$ cat config.mk
export PLATFORM = sky130hd
export DESIGN_NAME = energy_detect_ctrl
export DESIGN_NICKNAME = d
export VERILOG_FILES = /design/src/rtl/energy_detect_ctrl.sv
export SDC_FILE = /design/constraint.sdc
export NUM_CORES = 1
export LEC_CHECK = 0
export ABC_CLOCK_PERIOD_IN_PS = 9400
export CAP_MARGIN = 5
export CELL_PAD_IN_SITES_DETAIL_PLACEMENT = 1
export CELL_PAD_IN_SITES_GLOBAL_PLACEMENT = 1
export CORE_MARGIN = 1
export CORE_UTILIZATION = 45
export DETAILED_ROUTE_END_ITERATION = 10
export PLACE_DENSITY = 0.93
export RECOVER_POWER = 50
export SYNTH_ARGS = -nofsm -noshare
export SYNTH_HDL_FRONTEND = slang
export SYNTH_SLANG_ARGS = --single-unit
$ cat constraint.sdc
create_clock -name clk -period 9.4 [get_ports clk]
set_clock_uncertainty 0.1 [all_clocks]
set_input_delay 2.82 -clock clk [delete_from_list [all_inputs] [get_ports clk]]
set_output_delay 2.82 -clock clk [all_outputs]
set_load 0.02 [all_outputs]
$ cat src/rtl/energy_detect_ctrl.sv
// Energy-detect controller: |I|+|Q| magnitude, fixed-window average and a
// hysteresis/hang-over FSM producing detect level and start-of-burst pulse.
module energy_detect_ctrl #(
    parameter int unsigned WIDTH    = 16,
    parameter int unsigned LOG_WIN  = 4,
    parameter int unsigned HANG_WIN = 2
) (
    input  logic             clk,
    input  logic             rst,
    input  logic             en,
    input  logic             vld,
    input  logic [WIDTH-1:0] i_in,
    input  logic [WIDTH-1:0] q_in,
    input  logic [WIDTH-1:0] thr_on,
    input  logic [WIDTH-1:0] thr_off,
    output logic [WIDTH-1:0] mag_avg,
    output logic             avg_vld,
    output logic             detect,
    output logic             sof
);

    localparam int unsigned MW  = WIDTH + 1;
    localparam int unsigned AW  = WIDTH + 1 + LOG_WIN;
    localparam int unsigned HW  = 8;
    localparam int unsigned WIN = 2 ** LOG_WIN;

    typedef enum logic [1:0] {IDLE, SEARCH, DETECT, HANG} state_t;

    function automatic logic [WIDTH-1:0] abs_u(input logic [WIDTH-1:0] x);
        return x[WIDTH-1] ? (~x + WIDTH'(1)) : x;
    endfunction

    logic              s1_vld_q;
    logic [MW-1:0]     m_q;
    logic [AW-1:0]     acc_q;
    logic [AW-1:0]     sum;
    logic [LOG_WIN-1:0] cnt_q;
    logic [AW-1:0]     tot_q;
    logic              tot_vld_q;
    logic [AW-1:0]     shifted;
    logic [WIDTH-1:0]  sat;
    logic [WIDTH-1:0]  mag_avg_q;
    logic              avg_vld_q;
    state_t            state_q, state_d;
    logic [HW-1:0]     hang_q, hang_d, hang_inc;
    logic              detect_q, detect_d;
    logic              sof_q, sof_d;

    // Stage 1: registered magnitude; invalid samples never enter the pipe
    always_ff @(posedge clk) begin
        if (rst || !en) begin
            s1_vld_q <= 1'b0;
            m_q      <= '0;
        end else begin
            s1_vld_q <= vld;
            if (vld) begin
                m_q <= MW'(abs_u(i_in)) + MW'(abs_u(q_in));
            end
        end
    end

    // Stage 2: window accumulator; the closing sample is folded into the total
    assign sum = acc_q + AW'(m_q);

    always_ff @(posedge clk) begin
        if (rst || !en) begin
            acc_q     <= '0;
            cnt_q     <= '0;
            tot_q     <= '0;
            tot_vld_q <= 1'b0;
        end else begin
            tot_vld_q <= 1'b0;
            if (s1_vld_q) begin
                if (cnt_q == LOG_WIN'(WIN - 1)) begin
                    acc_q     <= '0;
                    cnt_q     <= '0;
                    tot_q     <= sum;
                    tot_vld_q <= 1'b1;
                end else begin
                    acc_q <= sum;
                    cnt_q <= cnt_q + LOG_WIN'(1);
                end
            end
        end
    end

    // Stage 3: truncating average, saturated to the output width
    assign shifted = tot_q >> LOG_WIN;
    assign sat     = (|shifted[AW-1:WIDTH]) ? '1 : shifted[WIDTH-1:0];

    always_ff @(posedge clk) begin
        if (rst) begin
            mag_avg_q <= '0;
            avg_vld_q <= 1'b0;
        end else if (!en) begin
            avg_vld_q <= 1'b0;
        end else begin
            avg_vld_q <= tot_vld_q;
            if (tot_vld_q) begin
                mag_avg_q <= sat;
            end
        end
    end

    assign hang_inc = hang_q + HW'(1);

    always_comb begin
        state_d = state_q;
        hang_d  = hang_q;
        sof_d   = 1'b0;
        if (!en) begin
            state_d = IDLE;
            hang_d  = '0;
        end else begin
            case (state_q)
                IDLE: begin
                    state_d = SEARCH;
                    hang_d  = '0;
                end
                SEARCH: begin
                    if (avg_vld_q && (mag_avg_q >= thr_on)) begin
                        state_d = DETECT;
                        sof_d   = 1'b1;
                    end
                end
                DETECT: begin
                    if (avg_vld_q && (mag_avg_q < thr_off)) begin
                        state_d = HANG;
                        hang_d  = HW'(1);
                    end
                end
                HANG: begin
                    // HANG_WIN=1 enters already exhausted and leaves unconditionally
                    if (hang_q >= HW'(HANG_WIN)) begin
                        state_d = SEARCH;
                        hang_d  = '0;
                    end else if (avg_vld_q) begin
                        if (mag_avg_q >= thr_off) begin
                            state_d = DETECT;
                            hang_d  = '0;
                        end else if (hang_inc >= HW'(HANG_WIN)) begin
                            state_d = SEARCH;
                            hang_d  = '0;
                        end else begin
                            hang_d = hang_inc;
                        end
                    end
                end
                default: begin
                    state_d = IDLE;
                    hang_d  = '0;
                end
            endcase
        end
        detect_d = (state_d == DETECT) || (state_d == HANG);
    end

    always_ff @(posedge clk) begin
        if (rst) begin
            state_q  <= IDLE;
            hang_q   <= '0;
            detect_q <= 1'b0;
            sof_q    <= 1'b0;
        end else begin
            state_q  <= state_d;
            hang_q   <= hang_d;
            detect_q <= detect_d;
            sof_q    <= sof_d;
        end
    end

    assign mag_avg = mag_avg_q;
    assign avg_vld = avg_vld_q;
    assign detect  = detect_q;
    assign sof     = sof_q;

endmodule

* Word level (Yosys, flattened, before mapping)
Cells that the tools add are included.
** Cells by class
- Reduce and logical (&&, ||, !) cells :: 13
- Magnitude comparators :: 5
- $add $sub $neg :: 6
- Bitwise logic cells :: 5
- Mux-type cells :: 21
- Eq/ne operators :: 8
** Operators with widths (count)
- $mux 16 :: 3
- $mux 8 :: 5
- $add 16x1->16 const B :: 2
- $ge 16x16->1 :: 2
- $not 16->16 :: 2
- $pmux 8 s3 :: 1
- $add 21x17->21 :: 1
- $mux 21 :: 1
- $add 16x16->17 :: 1
- $ge 8x2->1 const B :: 2
- $lt 16x16->1 :: 1
- $mux 2 :: 7
- $add 8x1->8 const B :: 1
- $eq 2x2->1 const B :: 4
- $pmux 2 s4 :: 1
- $add 4x1->4 const B :: 1
- $eq 4x4->1 const B :: 1
- $mux 4 :: 1
- $reduce_and 2->1 :: 2
- $reduce_or 2->1 :: 2
- $ne 3x3->1 const B :: 1
- $not 1->1 :: 3
- $reduce_and 3->1 :: 1
- $reduce_bool 3->1 :: 1
- other kinds (8) :: 11
** Storage, ports and cells
- Register bits :: 94
- Output and inout bits :: 19
- Input bits :: 68

* Depth between registers and ports, before layout
Gate-level depths: netlist (run 1).
- Word-level depth :: 10
- Gate-level depth with buffers :: 15
- Depth with buffers taken out :: 15

* Worst setup path before layout (run 1)
Ideal clock, no wire load.
- Kind :: input-to-reg
- From :: input port q_in[5]
- To :: register m_q[15]
- Slack :: 3.541 ns
- Arrival time :: 5.629 ns
- Cell stages on the path :: 13
- Path buffers :: 0
- Data required time :: 9.169 ns
- Cells stage by stage :: or4_4 nor3_2 nand2b_1 or3_1 or2_4 o21ai_0 xnor2_1 ha_1 a21o_1 a21o_1 a221oi_1 xor2_1 o22ai_1
** Between the ends
- Cells in the longest elaborated chain, start to end :: 4
** Ends and longest elaborated chain
- from (decl) :: line 13 : input logic [WIDTH-1:0] q_in,
- $not 16->16 :: line 30 : return x[WIDTH-1] ? (~x + WIDTH'(1)) : x;
- $add 16x1->16 :: line 30
- $mux 16 * :: line 30
- $add 16x16->17 * :: line 57 : m_q <= MW'(abs_u(i_in)) + MW'(abs_u(q_in));
- to (signal assigned) :: line 57
- to (decl) :: line 34 : logic [MW-1:0] m_q;
Every way passes the cells marked *; elsewhere a longest branch is shown, timed or not.
A chain may end at the register's enable or synchronous reset.

* Final worst setup path (run 1)
- From :: input port rst
- To :: register acc_q[11]
** Between the ends
- Cells in the longest elaborated chain, start to end :: 1
** Ends and longest elaborated chain
- from (decl) :: line 9 : input logic rst,
- $logic_or 1x1->1 :: line 66 : if (rst || !en) begin
- to (signal assigned) :: line 80 : acc_q <= sum;
- to (decl) :: line 35 : logic [AW-1:0] acc_q;
No other way between the ends.

==> run_results.csv, run 1 <==
group,metric,value,unit
clocking,ctsHoldBuffers,0,
sta,report.final.setup_viol,0,
detailed_routing,initialDrtViolationCount,253,
sta,final_max_slew_viol_count,44,
worst_setup_path,worstSetupPathType,"in2reg",
worst_setup_path,critPathArrivalTime,6.56,ns
global_routing,first_global_vias,6463,
clocking,cts_sinks,90,
synthesis,synth_seq_area_share,0.287,
detailed_routing,wl_per_cell,17.2,µm
detailed_routing,routed-via-count,6034,
worst_setup_path,worst_path_cell_chain,"dlygate4sd3_1 -> nand2b_1 -> clkbuf_1 -> nor2_1 -> a22o_1",
place,place_hpwl,13400,µm
sta,max-slew-margin-rel,-0.297,
hold_path,min_path_cells,2,
synthesis,netlist_instances,787,
floorplan,ioPinCount,87,
run_status,outcome,"complete, but fails checks",
final_layout,antenna_cells_inserted,0,
detailed_routing,vias_per_cell,5.79,
synthesis,postSynth.asyncResetShare,0,
floorplan,floorplan.core_area,0.0134,mm²
worst_setup_path,setup.worst_path.start_class,"input pin",
final_layout,most_frequent_cells_in_the_layout,"sky130_fd_sc_hd__dfxtp_1, sky130_fd_sc_hd__nand2_1, sky130_fd_sc_hd__nor2_1, sky130_fd_sc_hd__ha_1, sky130_fd_sc_hd__clkdlybuf4s50_1",
hold_path,hold_wc_path_type,"reg2reg",
detailed_routing,drt_drc_violations_left,0,
place,place.gp.congestion,0.883,
clocking,cts_setup_buffers,0,
sta,worst_pin_slew,1.95,ns
synthesis,ys_seq_elements,90,
floorplan,dieArea,0.0144,mm²
power,cellPowerDensity,130,mW/mm²
synthesis,post_synth_main_area_contributors,"sky130_fd_sc_hd__dfxtp_1, sky130_fd_sc_hd__ha_1, sky130_fd_sc_hd__xnor2_1",
sta,fin_tns_setup,0,ns
synthesis,avgSynthCellArea,7.96,µm²
synthesis,synth-warning-count,0,
hold_path,holdCritStartpoint,"tot_q[12]",
final_layout,mostFrequentLayoutCell,"sky130_fd_sc_hd__dfxtp_1",
synthesis,synthDominantCellAreaShare,0.287,
sta,unrepaired_setup_endpoints_after_global_routing,"false",
sta,final.min_clock_period,6.43,ns
power,ir_worst_vdd,0.0943,mV
global_routing,gr-usage-all-layers,0.255,
clocking,clk_root_buffer_cell,"sky130_fd_sc_hd__clkbuf_16",
clocking,tritoncts.num_buffers,9,
clocking,cts_tree,"yes",
floorplan,die_y,120,µm
worst_setup_path,r2r.worst_path.cells,9,
sta,final_min_period_over_clock_period,0.684,
clocking,clk-insertion-delay-late,0.34,ns
worst_setup_path,setup.reg_to_reg.worst_slack,6.31,ns
worst_setup_path,critical_path_peak_fanout,43,
final_layout,layout.nets,1003,
detailed_routing,wirelength,17900,µm
worst_setup_path,cpMaxStageDelayCell,"sky130_fd_sc_hd__clkbuf_1",
synthesis,cell_area_after_synthesis,0.00627,mm²
global_routing,pin_count_of_the_biggest_net_entering_global_routing,44,
worst_setup_path,largest_delay_share_family_worst_path,"buffers and inverters",
synthesis,ys.flop_type,"sky130_fd_sc_hd__dfxtp_1",
final_layout,final_area,0.00760,mm²
final_layout,finalCoreUtilization,0.567,
place,portBuffers,86,
clocking,maximum_count_of_clock_buffers_along_a_single_path,2,
hold_path,hold_end,"tot_q[12]",
worst_setup_path,regToRegEndpoint,"tot_q[18]",
floorplan,initial_core_util,0.468,
final_layout,fraction_of_layout_cells_with_a_size_suffix_above_1,0.0312,
final_layout,total_area_of_multi_input_combinational_cells,0.00418,mm²
synthesis,synth_top_area_cell,"sky130_fd_sc_hd__dfxtp_1",
worst_setup_path,path_buf_inv,2,
sta,timing.final.hold_violations,0,
power,power,0.984,mW
global_routing,grt_first_pass_wirelength,30000,µm
worst_setup_path,cp-end-kind,"register",
detailed_routing,drt_first_pass_iters,4,
floorplan,rows,42,
sta,fmax,155,MHz
synthesis,mappedNetlistNets,928,
clocking,cts_max_level,3,
place,dpl_cell_area,0.00728,mm²
detailed_routing,drtAntennaViolNets,0,
global_routing,antenna_found_initial,0,
final_layout,area_growth,21.2,%
run_status,violations,"max-capacitance violations, max-slew violations",
global_routing,grt-ovfl-total,0,
worst_setup_path,critical_path.max_stage_delay,1.40,ns
synthesis,synth_edf_count,0,
clocking,clkTransAtPathRegs,0.06,ns
power,power.static_leakage,3.35,nW
final_layout,total_area_of_sequential_cells,0.00180,mm²
floorplan,die_w,120,µm
job,cap_viol_max_count,1,
worst_setup_path,rr_startpoint,"m_q[0]",
synthesis,synth_cell_type_count,59,
final_layout,n_fill_cell,1638,
worst_setup_path,worstPathRequired,9.53,ns
clocking,cts_repair_resize_count,0,
[tightest hold or removal path, delay by kind of cell (launching register included)]
kind / cells / cell delay (ns)
AOI/OAI and AO/OA: 1 / 0.05
DFF: 1 / 0.31
and+or+nand+nor: 1 / 0.05
[Yosys cell counts (14+ instances only)]
master,instances
sky130_fd_sc_hd__nor3_1,50
sky130_fd_sc_hd__ha_1,71
sky130_fd_sc_hd__dfxtp_1,90
sky130_fd_sc_hd__a21oi_1,46
sky130_fd_sc_hd__xor2_1,14
sky130_fd_sc_hd__a21o_1,19
sky130_fd_sc_hd__nand3_1,20
sky130_fd_sc_hd__xnor2_1,38
sky130_fd_sc_hd__o21ai_0,43
sky130_fd_sc_hd__clkbuf_1,20
sky130_fd_sc_hd__inv_1,50
sky130_fd_sc_hd__nor2_1,71
sky130_fd_sc_hd__nand2_1,74
[kinds of logic (layout without fill, tap and decap cells)]
| group | Yosys count | in the layout | synth area share |
|---|---|---|---|
| xor+xnor | 52 | 52 | 0.0727 |
| fa+ha+maj | 73 | 73 | 0.148 |
| compound gates | 197 | 197 | 0.210 |
| simple gates | 290 | 290 | 0.223 |
| mux | 8 | 8 | 0.0128 |
| flops | 90 | 90 | 0.287 |
| buf+inv | 77 | 156 | 0.0461 |
[area by class of cell]
cell class,instances,area share
clock inverters,4,0.0100
inverters,51,0.0252
multi-input cells,620,0.550
repair buffers,90,0.117
flip-flops and latches,90,0.237
clock buffers,11,0.0320
well taps,176,0.0290
[routing by layer]
metal  GRT usage  part of all wire
met5           0                 0
met4      0.0930             0.027
met3      0.0375             0.037
met2       0.477              0.51
met1       0.289              0.43
[worst max-delay path by stage]
stage	end	slack [ns]	depth (start not counted)	from
after floorplan	m_q[15]	3.54	13	q_in[5]
after global placement	m_q[15]	2.90	16	i_in[0]
after detailed placement	m_q[15]	2.75	14	q_in[3]
after CTS	m_q[15]	3.11	14	q_in[3]
after global routing	acc_q[11]	2.66	5	rst
final	acc_q[11]	2.97	5	rst
[flip-flops by register name, summed over array words and instances, names as in the netlist, 2 cells and up]
register / flops
cnt_q: 4
tot_q: 17
mag_avg: 16
acc_q: 21
m_q: 17
hang_q: 8
state_q: 2
[report_power, final]
group	internal (mW)	switching [mW]	leakage, nW
clock network	0.239	0.150	0.152
registers	0.388	0.00557	0.727
logic	0.0944	0.107	2.47
total	0.722	0.263	3.35
[stage by stage]
step	std cells	setup slack [ns]	hold slack, ns
after floorplan	787	3.54	0.326
after global placement	1027	2.90	0.340
after detailed placement	1027	2.75	0.352
after CTS	1042	3.11	0.364
after global routing	1042	2.66	0.396
final	1042	2.97	0.363
Note: power is estimated with default switching activity, not from simulation.
==> run 2: changes to the inputs <==
Settings changed: ABC_CLOCK_PERIOD_IN_PS 9400 to 5900, CORE_UTILIZATION 45 to 37, PLACE_DENSITY 0.93 to 0.83.
Clock period 9.4 ns to 5.9 ns, I/O delays scaled along.
==> run 2 against run 1 <==
The flow now finishes without violations. Via count decreased by 3.5%. Combinational power is 57% higher. Total power increased by 55%. Register-to-register slack lost 3.5 ns. Count of clock-buffer cells in the layout is the same. Hold slack got worse by 0.012 ns. Die area is 21% higher. Non-clock buffer count is 1 higher. Final area grew 0.61%.
==> run_results.csv, run 2 (synthesized netlist as in run 1, its figures left out) <==
group,metric,value,unit
run_status,outcome,"finished, final reports clean",
sta,max-slew-margin-rel,0.220,
floorplan,floorplan.core_area,0.0166,mm²
final_layout,mostFrequentLayoutCell,"sky130_fd_sc_hd__dfxtp_1",
floorplan,die_w,132,µm
clocking,cts_max_level,3,
global_routing,grt-ovfl-total,0,
worst_setup_path,critPathArrivalTime,5.32,ns
worst_setup_path,setup.worst_path.start_class,"input pin",
place,dpl_cell_area,0.00734,mm²
global_routing,gr-usage-all-layers,0.193,
final_layout,flip_flop_count_of_the_largest_register_all_copies_and_words_added,21,
clocking,clk-insertion-delay-late,0.34,ns
worst_setup_path,rr_startpoint,"m_q[0]",
power,power.static_leakage,3.34,nW
clocking,cts_sinks,90,
clocking,ctsHoldBuffers,0,
place,dpl.cell_count,1072,
global_routing,pin_count_of_the_biggest_net_entering_global_routing,27,
sta,whs,0.352,ns
final_layout,area_growth,21.9,%
detailed_routing,wirelength,16200,µm
sta,report.final.setup_viol,0,
power,ir_worst_vdd,0.111,mV
worst_setup_path,worstPathRequired,6.00,ns
floorplan,rows,47,
hold_path,holdCritStartpoint,"tot_q[9]",
floorplan,dieArea,0.0175,mm²
detailed_routing,drt_first_pass_iters,4,
clocking,cts_tree,"yes",
final_layout,final_area,0.00764,mm²
global_routing,grt_first_pass_wirelength,28200,µm
final_layout,regMostFlops,"acc_q",
final_layout,n_fill_cell,1994,
sta,fin_tns_setup,0,ns
detailed_routing,drtAntennaViolNets,0,
worst_setup_path,critical_path_peak_fanout,6,
detailed_routing,detailroute.wirelength.met2,7870,µm
sta,final.min_clock_period,5.23,ns
place,portBuffers,86,
clocking,cts_setup_buffers,0,
sta,final_max_slew_viol_count,0,
final_layout,finalCoreUtilization,0.461,
sta,fmax,191,MHz
worst_setup_path,worstSetupPathType,"in2reg",
floorplan,initial_core_util,0.378,
detailed_routing,wirelength_met1,7680,µm
clocking,clk_root_buffer_cell,"sky130_fd_sc_hd__clkbuf_16",
final_layout,stdcell_count,1088,
power,cellPowerDensity,200,mW/mm²
sta,timing.final.hold_violations,0,
detailed_routing,routed-via-count,5820,
worst_setup_path,cp-end-kind,"register",
clocking,cts_repair_resize_count,0,
clocking,tritoncts.num_buffers,9,
sta,unrepaired_setup_endpoints_after_global_routing,"false",
job,cap_viol_max_count,0,
detailed_routing,wl_per_cell,14.9,µm
final_layout,layout.nets,1004,
place,place_hpwl,12800,µm
worst_setup_path,worstSetupStartpoint,"i_in[0]",
detailed_routing,vias_per_cell,5.35,
global_routing,antenna_found_initial,0,
clocking,clkTransAtPathRegs,0.06,ns
hold_path,hold_wc_path_type,"reg2reg",
detailed_routing,highest_layer,"met4",
power,power,1.53,mW
final_layout,most_frequent_cells_in_the_layout,"sky130_fd_sc_hd__dfxtp_1, sky130_fd_sc_hd__nand2_1, sky130_fd_sc_hd__nor2_1, sky130_fd_sc_hd__ha_1, sky130_fd_sc_hd__clkdlybuf4s50_1",
place,pre_cts_slack,0.339,ns
floorplan,ioPinCount,87,
place,place.gp.congestion,0.841,
global_routing,first_global_vias,6013,
sta,layout_setup_ws,0.674,ns
detailed_routing,drt_drc_violations_left,0,
sta,worst_pin_slew,1.17,ns
detailed_routing,met3_wirelength,507,µm
detailed_routing,initialDrtViolationCount,205,
final_layout,reg.largest.list,"acc_q (21), m_q (17), tot_q (17)",
final_layout,fraction_of_layout_cells_with_a_size_suffix_above_1,0.0323,
floorplan,die_y,132,µm
clocking,maximum_count_of_clock_buffers_along_a_single_path,2,
final_layout,antenna_cells_inserted,0,
sta,final_min_period_over_clock_period,0.886,
run 2: critical path: stages:
cell,delay [ns]
sky130_fd_sc_hd__clkdlybuf4s50_1,0.45
sky130_fd_sc_hd__inv_1,0.10
sky130_fd_sc_hd__ha_1,0.17
sky130_fd_sc_hd__nand2_1,0.07
sky130_fd_sc_hd__or3_1,0.33
sky130_fd_sc_hd__or2_2,0.30
sky130_fd_sc_hd__o21ai_0,0.19
sky130_fd_sc_hd__xnor2_1,0.09
sky130_fd_sc_hd__ha_1,0.37
sky130_fd_sc_hd__a21o_1,0.18
sky130_fd_sc_hd__a21o_1,0.20
sky130_fd_sc_hd__a211oi_1,0.25
sky130_fd_sc_hd__o21ai_0,0.22
sky130_fd_sc_hd__a221oi_1,0.37
sky130_fd_sc_hd__xor2_1,0.17
sky130_fd_sc_hd__o22ai_1,0.08
run 2: per-layer routing:
layer  up-vias  GRT usage
li1       2971          -
met1      2710      0.242
met2       124      0.344
met3        15     0.0238
met4         0     0.0575
met5         -          0
run 2: area by class of cell:
type	instances	area [µm²]	share of cell area
Clock buffer	11	243	0.0318
Tap cell	220	275	0.0360
Clock inverter	5	63.8	0.00835
Inverter	51	191	0.0250
Multi-Input combinational cell	620	4180	0.546
Sequential cell	90	1800	0.236
Timing Repair Buffer	91	891	0.117
run 2: final timing paths:
path	slack [ns]	to	cells past startpoint
max reg2reg	2.84	tot_q[18]	9
min reg2reg	0.35	tot_q[9]	2
max	0.67	m_q[15]	16
min	0.35	tot_q[9]	2
run 2: power breakdown:
group	leakage [nW]	switching [mW]	internal (mW)
combinational	2.47	0.166	0.150
clock	0.146	0.243	0.342
sequential	0.727	0.00815	0.618
total	3.34	0.417	1.11
